`src/rtl/morse_key_decoder_if.sv`:
```
`default_nettype none
// ============================================================================
// Module   : morse_key_decoder_if
// Brief    : Key/tick inputs and letter outputs of the Morse key decoder.
// Revision : 1.0 - initial release
// ============================================================================
interface morse_key_decoder_if #(
    parameter int MAX_SYM = 5,
    parameter int LEN_W   = $clog2(MAX_SYM + 1)
);
    logic               tick;
    logic               key;
    logic               sym_valid;
    logic [MAX_SYM-1:0] sym_code;
    logic [LEN_W-1:0]   sym_len;
    logic               sym_err;
    logic               busy;

    modport master (
        output tick, key,
        input  sym_valid, sym_code, sym_len, sym_err, busy
    );

    modport slave (
        input  tick, key,
        output sym_valid, sym_code, sym_len, sym_err, busy
    );
endinterface
`default_nettype wire

```
`src/rtl/morse_key_decoder.sv`:
```
`default_nettype none
// ============================================================================
// Module   : morse_key_decoder
// Brief    : Times key presses against a unit tick, classifies dot/dash and
//            emits each completed letter with a one-cycle valid pulse.
// Revision : 1.0 - initial release
// ============================================================================
module morse_key_decoder #(
    parameter int CNT_W    = 4,
    parameter int DASH_MIN = 2,
    parameter int GAP_MIN  = 3,
    parameter int MAX_SYM  = 5
) (
    input  wire logic          clk,
    input  wire logic          reset,
    morse_key_decoder_if.slave bus
);
    localparam int               LEN_W    = $clog2(MAX_SYM + 1);
    localparam logic [CNT_W-1:0] CNT_MAX  = '1;
    localparam logic [CNT_W-1:0] DASH_TH  = CNT_W'(DASH_MIN);
    localparam logic [CNT_W-1:0] GAP_LAST = CNT_W'(GAP_MIN - 1);
    localparam logic [LEN_W-1:0] LEN_MAX  = LEN_W'(MAX_SYM);

    typedef enum logic [1:0] {
        S_IDLE  = 2'd0,
        S_PRESS = 2'd1,
        S_GAP   = 2'd2
    } state_t;

    state_t             state_q;
    logic [CNT_W-1:0]   cnt_q;
    logic [MAX_SYM-1:0] shreg_q;
    logic [LEN_W-1:0]   len_q;
    logic               ovf_q;
    logic               sym_valid_q;
    logic [MAX_SYM-1:0] sym_code_q;
    logic [LEN_W-1:0]   sym_len_q;
    logic               sym_err_q;
    logic               busy_q;

    // Counter value including this cycle's tick, so a tick coinciding with
    // release still counts toward the press length.
    logic [CNT_W-1:0]   cnt_adv;
    logic               is_dash;
    logic               gap_done;

    assign cnt_adv  = (bus.tick && (cnt_q != CNT_MAX)) ? cnt_q + 1'b1 : cnt_q;
    assign is_dash  = (cnt_adv >= DASH_TH);
    assign gap_done = bus.tick && (cnt_q == GAP_LAST);

    always_ff @(posedge clk or negedge reset) begin
        if (!reset) begin
            state_q     <= S_IDLE;
            cnt_q       <= '0;
            shreg_q     <= '0;
            len_q       <= '0;
            ovf_q       <= 1'b0;
            sym_valid_q <= 1'b0;
            sym_code_q  <= '0;
            sym_len_q   <= '0;
            sym_err_q   <= 1'b0;
            busy_q      <= 1'b0;
        end else begin
            sym_valid_q <= 1'b0;
            case (state_q)
                S_IDLE: begin
                    if (bus.key) begin
                        state_q <= S_PRESS;
                        cnt_q   <= '0;
                        busy_q  <= 1'b1;
                    end
                end
                S_PRESS: begin
                    if (!bus.key) begin
                        if (len_q < LEN_MAX) begin
                            shreg_q <= {shreg_q[MAX_SYM-2:0], is_dash};
                            len_q   <= len_q + 1'b1;
                        end else begin
                            ovf_q   <= 1'b1;
                        end
                        state_q <= S_GAP;
                        cnt_q   <= '0;
                    end else begin
                        cnt_q   <= cnt_adv;
                    end
                end
                S_GAP: begin
                    // Letter completion takes priority over a new press.
                    if (gap_done) begin
                        sym_valid_q <= 1'b1;
                        sym_code_q  <= shreg_q;
                        sym_len_q   <= len_q;
                        sym_err_q   <= ovf_q;
                        shreg_q     <= '0;
                        len_q       <= '0;
                        ovf_q       <= 1'b0;
                        cnt_q       <= '0;
                        state_q     <= bus.key ? S_PRESS : S_IDLE;
                        busy_q      <= bus.key;
                    end else if (bus.key) begin
                        state_q <= S_PRESS;
                        cnt_q   <= '0;
                    end else begin
                        cnt_q   <= cnt_adv;
                    end
                end
                default: begin
                    state_q <= S_IDLE;
                    cnt_q   <= '0;
                    busy_q  <= 1'b0;
                end
            endcase
        end
    end

    assign bus.sym_valid = sym_valid_q;
    assign bus.sym_code  = sym_code_q;
    assign bus.sym_len   = sym_len_q;
    assign bus.sym_err   = sym_err_q;
    assign bus.busy      = busy_q;

endmodule
`default_nettype wire

```
`src/flat_wrapper.sv`:
```
// flat-port wrapper written by rule: the top's interface ports become plain ports
module morse_key_decoder_flat 
#(
    parameter int CNT_W    = 4,
    parameter int DASH_MIN = 2,
    parameter int GAP_MIN  = 3,
    parameter int MAX_SYM  = 5
)
  (clk, reset, bus_tick, bus_key, bus_sym_valid, bus_sym_code, bus_sym_len, bus_sym_err, bus_busy);
  morse_key_decoder_if #(.MAX_SYM(MAX_SYM)) bus_i ();
  input  wire logic clk;
  input  wire logic reset;
  input wire logic [$bits(bus_i.tick)-1:0] bus_tick;
  input wire logic [$bits(bus_i.key)-1:0] bus_key;
  output wire logic [$bits(bus_i.sym_valid)-1:0] bus_sym_valid;
  output wire logic [$bits(bus_i.sym_code)-1:0] bus_sym_code;
  output wire logic [$bits(bus_i.sym_len)-1:0] bus_sym_len;
  output wire logic [$bits(bus_i.sym_err)-1:0] bus_sym_err;
  output wire logic [$bits(bus_i.busy)-1:0] bus_busy;
  assign bus_i.tick = bus_tick;
  assign bus_i.key = bus_key;
  assign bus_sym_valid = bus_i.sym_valid;
  assign bus_sym_code = bus_i.sym_code;
  assign bus_sym_len = bus_i.sym_len;
  assign bus_sym_err = bus_i.sym_err;
  assign bus_busy = bus_i.busy;
  morse_key_decoder #(.CNT_W(CNT_W), .DASH_MIN(DASH_MIN), .GAP_MIN(GAP_MIN), .MAX_SYM(MAX_SYM)) u_core (.clk(clk), .reset(reset), .bus(bus_i));
endmodule
```
`config.mk`:
```
export PLATFORM = sky130hd
export DESIGN_NAME = morse_key_decoder_flat
export DESIGN_NICKNAME = d
export VERILOG_FILES = /design/src/rtl/morse_key_decoder_if.sv /design/src/rtl/morse_key_decoder.sv /design/src/flat_wrapper.sv
export SDC_FILE = /design/constraint.sdc
export NUM_CORES = 1
export LEC_CHECK = 0
export CORE_MARGIN = 3
export CORE_UTILIZATION = 62
export CTS_BUF_LIST = sky130_fd_sc_hd__clkbuf_2 sky130_fd_sc_hd__clkbuf_4 sky130_fd_sc_hd__clkbuf_8
export DETAILED_ROUTE_END_ITERATION = 8
export PLACE_DENSITY = 0.84
export SYNTH_ARGS = -nofsm -noshare
export SYNTH_HDL_FRONTEND = slang
export SYNTH_SLANG_ARGS = --single-unit
```
`constraint.sdc`:
```
create_clock -name clk -period 5.1 [get_ports clk]
set_clock_uncertainty 0.1 [all_clocks]
set_input_delay 0.51 -clock clk [delete_from_list [all_inputs] [get_ports clk]]
set_output_delay 0.51 -clock clk [all_outputs]
set_load 0.005 [all_outputs]
```
==> results of run 1 <==
worst min-delay path by stage:
stage,startpoint,to
after floorplan,reset,u_core.bus.busy
after global placement,u_core.bus.sym_code[3],u_core.bus.sym_code[3]
after detailed placement,u_core.bus.sym_len[2],u_core.bus.sym_len[2]
after CTS,u_core.bus.sym_len[2],u_core.bus.sym_len[2]
after global routing,u_core.bus.sym_len[2],u_core.bus.sym_len[2]
final,u_core.bus.sym_len[2],u_core.bus.sym_len[2]
flip-flops by register name (all words and copies together) (netlist names):
signal	flops
u_core.bus.sym_valid	1
u_core.ovf_q	1
u_core.len_q	3
u_core.shreg_q	5
u_core.bus.sym_code	5
u_core.bus.busy	1
u_core.bus.sym_err	1
u_core.cnt_q	4
u_core.state_q	2
u_core.bus.sym_len	3
power breakdown:
part / total, mW / switching, mW / internal (mW) / leakage, nW
Clock: 0.145 / 0.0650 / 0.0796 / 0.0279
Combinational: 0.285 / 0.159 / 0.126 / 0.387
Sequential: 0.295 / 0.0461 / 0.249 / 0.351
Total: 0.725 / 0.270 / 0.455 / 0.766
critical path, stage by stage:
cell and delay (ns):
clkdlybuf4s50_1 0.60, nand4bb_1 0.36, a2111oi_4 0.89, nor2b_1 0.11, a31o_2 0.24
layout make-up:
| type | instances | share of cell area |
|---|---|---|
| Multi-Input combinational cell | 102 | 0.421 |
| Sequential cell | 26 | 0.417 |
| Timing Repair Buffer | 14 | 0.0897 |
| Tap cell | 27 | 0.0216 |
| Clock inverter | 1 | 0.0192 |
| Inverter | 7 | 0.0168 |
| Clock buffer | 3 | 0.0144 |
stage by stage:
stage | cells | util
floorplan | 143 | -
global placement | 176 | 0.739
CTS | 180 | 0.765
global route | 180 | 0.765
finish | 180 | 0.765
detailed placement | 176 | 0.739
layer usage:
layer  track usage  up-vias
li1              -      518
met1         0.293      524
met2         0.376       40
met3        0.0423        5
met4        0.0894        0
met5             0        -
cell families (layout without fill, tap and decap cells):
logic type	Yosys count	count (layout)	synth area share
AOI/OAI and AO/OA	34	34	0.195
adders and majority gates	7	7	0.0631
buffers and inverters	15	25	0.0577
DFF	26	26	0.468
muxes	2	2	0.0144
and+or+nand+nor	59	59	0.202
cells in the final DEF, fill, tap and decap left out, types with 2 or more instances in the layout:
cell type	count
a21o_1	3
a21oi_1	4
a31o_1	2
a31o_2	4
a31oi_1	3
and2_1	2
clkbuf_4	3
clkdlybuf4s50_1	14
dfrtp_1	26
ha_1	7
inv_1	7
mux2i_1	2
nand2_1	32
nand4_1	3
nor2_1	5
nor2b_1	7
nor3_1	3
o21ai_0	4
o21bai_1	2
==> impl_metrics.yaml, run 1 <==
outcome:
  status: "complete, no violations"
yosys:
  synth_top_area_frac: 0.468
  synth_edf_count: 0
  ys_seq_area_frac: 0.468
  synth_commonest_cells: "32 x nand2_1, 26 x dfrtp_1, 7 x ha_1, 7 x inv_1, 7 x nor2b_1"
  synthArstFlopShare: 1.00
  synth.distinct_cells: 39
  synthCells: 143
  synthesis.nets: 154
  yosysMostFrequentCell: "nand2_1"
  synth_area_per_cell_um2: 9.71
  yosys_warnings: 0
  yosys-top-cells-area: "dfrtp_1 47%, nand2_1 8.6%, ha_1 6.3%"
  synth-main-ff-cell: "dfrtp_1"
  netlist_area_mm2: 0.00139
  yosys.area.top_type: "dfrtp_1"
  synth_seq_cells: 26
cts:
  clkTransAtPathRegs_ns: 0.15
  cts_resized: 0
  cts_tree: "built"
  cts.sinks: 26
  cts_setup_buffers: 0
  cts.root.buffer_cell: "clkbuf_4"
  cts_buffers: 3
  htreeDepth: 1
  cts_buffer_depth: 2
  cts_hold_buf: 0
  clock_latency_ns: 0.33
timing:
  hold_viol: 0
  hold_ws_ns: 0.395
  rsz0062_at_grt: "no"
  timing.final.crit_share: 0.505
  tns_ns: 0
  setup_viol: 0
  max-slew-margin-rel: 0.220
  slew_viol_final: 0
  worst_slack_ns: 2.53
  period_minus_slack_ns: 2.57
  worst_slew_pin_slew_ns: 1.17
  fmax_mhz: 389
critical_path:
  cp-end-kind: "flip-flop"
  required_ns: 5.24
  startpoint: "bus_tick"
  crit-reg2reg-capture: "u_core.len_q[1]"
  critPathKind: "in -> reg"
  crit_end: "u_core.len_q[1]"
  rr_startpoint: "u_core.cnt_q[0]"
  worst-r2r-setup-slack_ns: 2.66
  reg2reg_depth: 6
  critPathMaxFanout: 14
  arrival_ns: 2.71
  cp-start-kind: "primary input"
power:
  totalPowerFinal_mw: 0.725
  p_leak_nw: 0.766
  power.density_mw_per_mm2: 464
  peakVddDrop_uv: 360
cells_and_area:
  area_growth_pct: 12.4
  finalNetCount: 165
  layout-drive-gt1-share: 0.0719
  multi_input_area_um2: 658
  final_area_mm2: 0.00156
  regArea_um2: 651
  insertedDiodeCount: 0
  nFillCells: 147
routing:
  ant_nets: 0
  routed_via_density: 6.04
  dr.pass1.iters: 4
  wl_met2_mm: 1.37
  met1_length_mm: 1.31
  routed_wl_mm: 2.88
  drt_iter0_drc: 41
  drcViolationCount: 0
  top_layer_used: "met4"
  vias: 1087
  wire_per_inst_um: 16.0
  met3WireLength_um: 158
placed_design:
  place_ws_ns: 2.18
  port-buffer-count: 14
  placed_cell_area_mm2: 0.00151
  place.gp.congestion: 0.788
  dp_hpwl_mm: 1.97
die:
  pin_count: 15
  die_w_um: 53.3
  core_mm2: 0.00204
  start_util: 0.680
  die_area_mm2: 0.00284
  num_rows: 16
  fp.dieH_um: 53.3
hold_path:
  hold_path_class: "reg -> reg"
  hold_depth: 2
job:
  maxCapViolCount: 0
global_routing:
  grt_pass1_wl_mm: 4.57
  grt_max_degree: 27
  grt_pass1_vias: 1011
  antenna_found_initial: 0
  grtUsageTotal: 0.228
  globalRouteOverflowTotal: 0
No activity file was read; power rests on OpenSTA's default activity.
==> inputs of run 2 (changes only) <==
- CORE_UTILIZATION: 62 -> 52
- PLACE_DENSITY: 0.84 -> 0.75
- clock period: 5.1 -> 2.07 ns (I/O delays scaled with it)
==> impl_metrics.yaml, run 2 (same netlist as run 1, synthesis figures left out) <==
global_routing:
  globalRouteOverflowTotal: 0
  grt_pass1_vias: 1021
  grt_max_degree: 27
  grtUsageTotal: 0.182
  grt_pass1_wl_mm: 4.66
  antenna_found_initial: 0
critical_path:
  cp-start-kind: "flip-flop"
  cp_slowest_stage_delay_ns: 0.47
  slowest_stage: "a2111oi_4"
  cp-end-kind: "flip-flop"
  path_cells: "inv_1 > ha_1 > nand4bb_1 > a2111oi_4 > buf_12 > nor2b_1 > a31o_2"
  critPathKind: "reg -> reg"
  arrival_ns: 2.11
  required_ns: 2.20
  critPathMaxFanout: 14
routing:
  routed_wl_mm: 2.68
  vias: 1068
  wire_per_inst_um: 13.9
  ant_nets: 0
  routed_via_density: 5.53
  drt_iter0_drc: 38
  dr.pass1.iters: 4
  drcViolationCount: 0
cells_and_area:
  finalNetCount: 175
  area_growth_pct: 19.5
  nFillCells: 196
  regArea_um2: 651
  post-route-util: 0.664
  insertedDiodeCount: 0
  layout-drive-gt1-share: 0.141
  final_area_mm2: 0.00166
  multi_input_area_um2: 664
  layout_common_cells: "32 x nand2_1, 26 x dfrtp_1, 14 x clkdlybuf4s50_1"
  final_common_cell: "nand2_1"
outcome:
  status: "complete, no violations"
cts:
  cts_resized: 0
  cts_hold_buf: 0
  cts_tree: "built"
  cts.sinks: 26
  cts_buffer_depth: 2
  cts_setup_buffers: 0
  clkTransAtPathRegs_ns: 0.14
  htreeDepth: 1
  clock_latency_ns: 0.32
  cts.root.buffer_cell: "clkbuf_4"
  cts_buffers: 3
placed_design:
  port-buffer-count: 14
  placed_cell_area_mm2: 0.00160
  place.gp.congestion: 0.785
  place_ws_ns: 0.0642
  dp_hpwl_mm: 1.96
timing:
  worst_slack_ns: 0.0948
  worst_slew_pin_slew_ns: 0.357
  period_minus_slack_ns: 1.98
  timing.final.crit_share: 0.954
  rsz0062_at_grt: "no"
  fmax_mhz: 506
  tns_ns: 0
  hold_viol: 0
  max-slew-margin-rel: 0.759
  slew_viol_final: 0
  setup_viol: 0
die:
  pin_count: 15
  core_mm2: 0.00250
  die_w_um: 57.7
  die_area_mm2: 0.00333
  start_util: 0.556
  num_rows: 18
  fp.dieH_um: 57.7
job:
  maxCapViolCount: 0
power:
  p_leak_nw: 0.818
  power_switching_share: 0.352
  combPwrFrac: 0.429
  power.density_mw_per_mm2: 1120
  internal_power_mw: 1.21
  p_sw_mw: 0.656
  p_clk_frac: 0.188
  peakVddDrop_uv: 947
  sequentialPowerShare: 0.383
hold_path:
  hold_path_class: "in -> async"
==> run 2: cell count changes in the layout (fill, tap and decap cells not counted) <==
cell,change
a21oi_2,+1
buf_12,+1
ha_2,+1
ha_1,-1
buf_4,+9
a21oi_1,-1
==> run 2: path summary, 6_finish.rpt <==
check | start | end | slack (ns) | cells past startpoint
max | u_core.cnt_q[0] | u_core.len_q[1] | 0.09 | 7
min reg2reg | u_core.shreg_q[4] | u_core.bus.sym_code[4] | 0.38 | 2
min | reset | u_core.cnt_q[1] | 0.13 | 2
min in group clk | u_core.shreg_q[4] | u_core.bus.sym_code[4] | 0.38 | 2
max reg2reg | u_core.cnt_q[0] | u_core.len_q[1] | 0.09 | 7
max in group asynchronous | reset | u_core.bus.sym_code[2] | 1.49 | 2
==> run 2: per-layer routing <==
layer  up-vias  share of wire  GRT usage
met2        23           0.49      0.295
met4         0          0.011     0.0596
met1       502           0.46      0.245
li1        539              -          -
met3         4          0.039     0.0356
met5         -              0          0
==> run 2: power groups by stage <==
stage | Sequential, mW | Clock [mW] | Combinational, mW
after floorplan | 0.698 | 0 | 0.572
after global placement | 0.716 | 0 | 0.758
after detailed placement | 0.721 | 0 | 0.790
after CTS | 0.710 | 0.360 | 0.796
after global routing | 0.728 | 0.384 | 0.891
final | 0.713 | 0.351 | 0.799
==> run 2: final cells by class <==
cell class,count,area share
clock buffers,3,0.0136
inverters,7,0.0158
repair buffers,24,0.137
clock inverters,1,0.0181
well taps,30,0.0226
flip-flops and latches,26,0.392
multi-input cells,102,0.400
==> run 2: per-stage QoR <==
step / hold WS, ns / power (mW) / cells
2_1_floorplan: -0.189 / 1.27 / 143
5_1_grt: 0.125 / 2.00 / 193
4_1_cts: 0.130 / 1.87 / 193
3_3_place_gp: 0.355 / 1.47 / 189
6_report: 0.125 / 1.86 / 193
3_5_place_dp: 0.354 / 1.51 / 189
==> run 2: worst max-delay path, delay by kind of cell, from the launching register on <==
kind / cells / cell delay [ns]
simple gates: 2 / 0.24
flops: 1 / 0.45
buf+inv: 2 / 0.26
compound gates: 2 / 0.68
fa+ha+maj: 1 / 0.15
==> inputs of run 3 (changes only) <==
- CORE_UTILIZATION: 52 -> 58
- GPL_ROUTABILITY_DRIVEN: default -> 0
- PLACE_DENSITY: 0.75 -> 0.8
- clock period: 2.07 -> 2.2 ns (I/O delays scaled with it)
==> impl_metrics.yaml, run 3 (same netlist as run 1, synthesis figures left out) <==
cells_and_area:
  nFillCells: 171
  finalNetCount: 172
  layout-drive-gt1-share: 0.119
  post-route-util: 0.724
  regArea_um2: 651
  area_growth_pct: 16.5
  final_common_cell: "nand2_1"
  insertedDiodeCount: 0
  multi_input_area_um2: 661
  layout_common_cells: "32 x nand2_1, 26 x dfrtp_1, 14 x clkdlybuf4s50_1"
die:
  core_mm2: 0.00223
  start_util: 0.622
  fp.dieH_um: 54.9
  die_area_mm2: 0.00302
  die_w_um: 54.9
  pin_count: 15
  num_rows: 17
cts:
  cts_hold_buf: 0
  htreeDepth: 1
  clock_latency_ns: 0.31
  cts_buffer_depth: 2
  cts.root.buffer_cell: "clkbuf_4"
  cts_tree: "built"
  cts_buffers: 3
  cts_setup_buffers: 0
  cts.sinks: 26
  cts_resized: 0
  clkTransAtPathRegs_ns: 0.14
timing:
  period_minus_slack_ns: 2.01
  tns_ns: 0
  rsz0062_at_grt: "no"
  worst_slew_pin_slew_ns: 0.378
  fmax_mhz: 497
  setup_viol: 0
  max-slew-margin-rel: 0.745
  worst_slack_ns: 0.188
  timing.final.crit_share: 0.915
  hold_viol: 0
  slew_viol_final: 0
placed_design:
  dp_hpwl_mm: 1.98
  port-buffer-count: 14
  place_ws_ns: 0.145
routing:
  drcViolationCount: 0
  dr.pass1.iters: 4
  met3WireLength_um: 78
  routed_via_density: 5.85
  wl_met2_mm: 1.36
  ant_nets: 0
  vias: 1100
  routed_wl_mm: 2.71
  top_layer_used: "met4"
  met1_length_mm: 1.25
  wire_per_inst_um: 14.4
  drt_iter0_drc: 31
critical_path:
  crit_family: "compound AO/OA/AOI/OAI gates"
  cp-start-kind: "flip-flop"
  cp-end-kind: "flip-flop"
  slowest_stage: "dfrtp_1"
  cp_slowest_stage_delay_ns: 0.46
  arrival_ns: 2.13
  path_cells: "inv_1 > ha_1 > nand4bb_1 > buf_4 > a21oi_1 > o21bai_1 > a21o_1"
  worst-r2r-setup-slack_ns: 0.19
  crit_buf_inv: 2
  critPathMaxFanout: 7
  required_ns: 2.32
  critPathKind: "reg -> reg"
global_routing:
  grtUsageTotal: 0.200
  grt_max_degree: 27
  globalRouteOverflowTotal: 0
  grt_pass1_vias: 1023
  grt_pass1_wl_mm: 4.35
  antenna_found_initial: 0
power:
  peakVddDrop_uv: 802
  p_leak_nw: 0.798
  power.density_mw_per_mm2: 1040
hold_path:
  hold_path_class: "in -> async"
outcome:
  status: "complete, no violations"
job:
  maxCapViolCount: 0
## run 3: metal layers
metal | vias up | GRT usage
met5 | - | 0
met4 | 0 | 0.0607
met3 | 2 | 0.0241
met2 | 21 | 0.339
met1 | 543 | 0.265
li1 | 534 | -
## run 3: worst paths after layout
check	startpoint	endpoint	depth (start not counted)
worst max-delay path	u_core.cnt_q[0]	u_core.cnt_q[0]	7
worst min-delay path	reset	u_core.cnt_q[2]	2
worst max register to register	u_core.cnt_q[0]	u_core.cnt_q[0]	7
worst min register to register	u_core.shreg_q[4]	u_core.bus.sym_code[4]	2
max in group asynchronous	reset	u_core.state_q[0]	2
min in group clk	u_core.shreg_q[4]	u_core.bus.sym_code[4]	2
## run 3: power breakdown
group          leakage [nW]  internal (mW)  switching [mW]
logic                 0.419          0.325           0.361
registers             0.351          0.577          0.0964
clock network        0.0279          0.184           0.140
total                 0.798           1.09           0.597
## run 3: through the flow
step                      hold slack (ns)  std cells  power, mW  cell area, um^2
after floorplan                    -0.176        143       1.19             1390
after global placement              0.358        184       1.32             1560
after detailed placement            0.368        184       1.36             1560
after CTS                           0.150        188       1.69             1620
after global routing                0.171        188       1.81             1620
final                               0.153        188       1.68             1620
## run 3: final cells by class
| class | instances | share of cell area |
|---|---|---|
| Clock inverter | 1 | 0.0186 |
| Multi-Input combinational cell | 102 | 0.408 |
| Clock buffer | 3 | 0.0139 |
| Tap cell | 28 | 0.0217 |
| Inverter | 7 | 0.0162 |
| Sequential cell | 26 | 0.402 |
| Timing Repair Buffer | 21 | 0.119 |
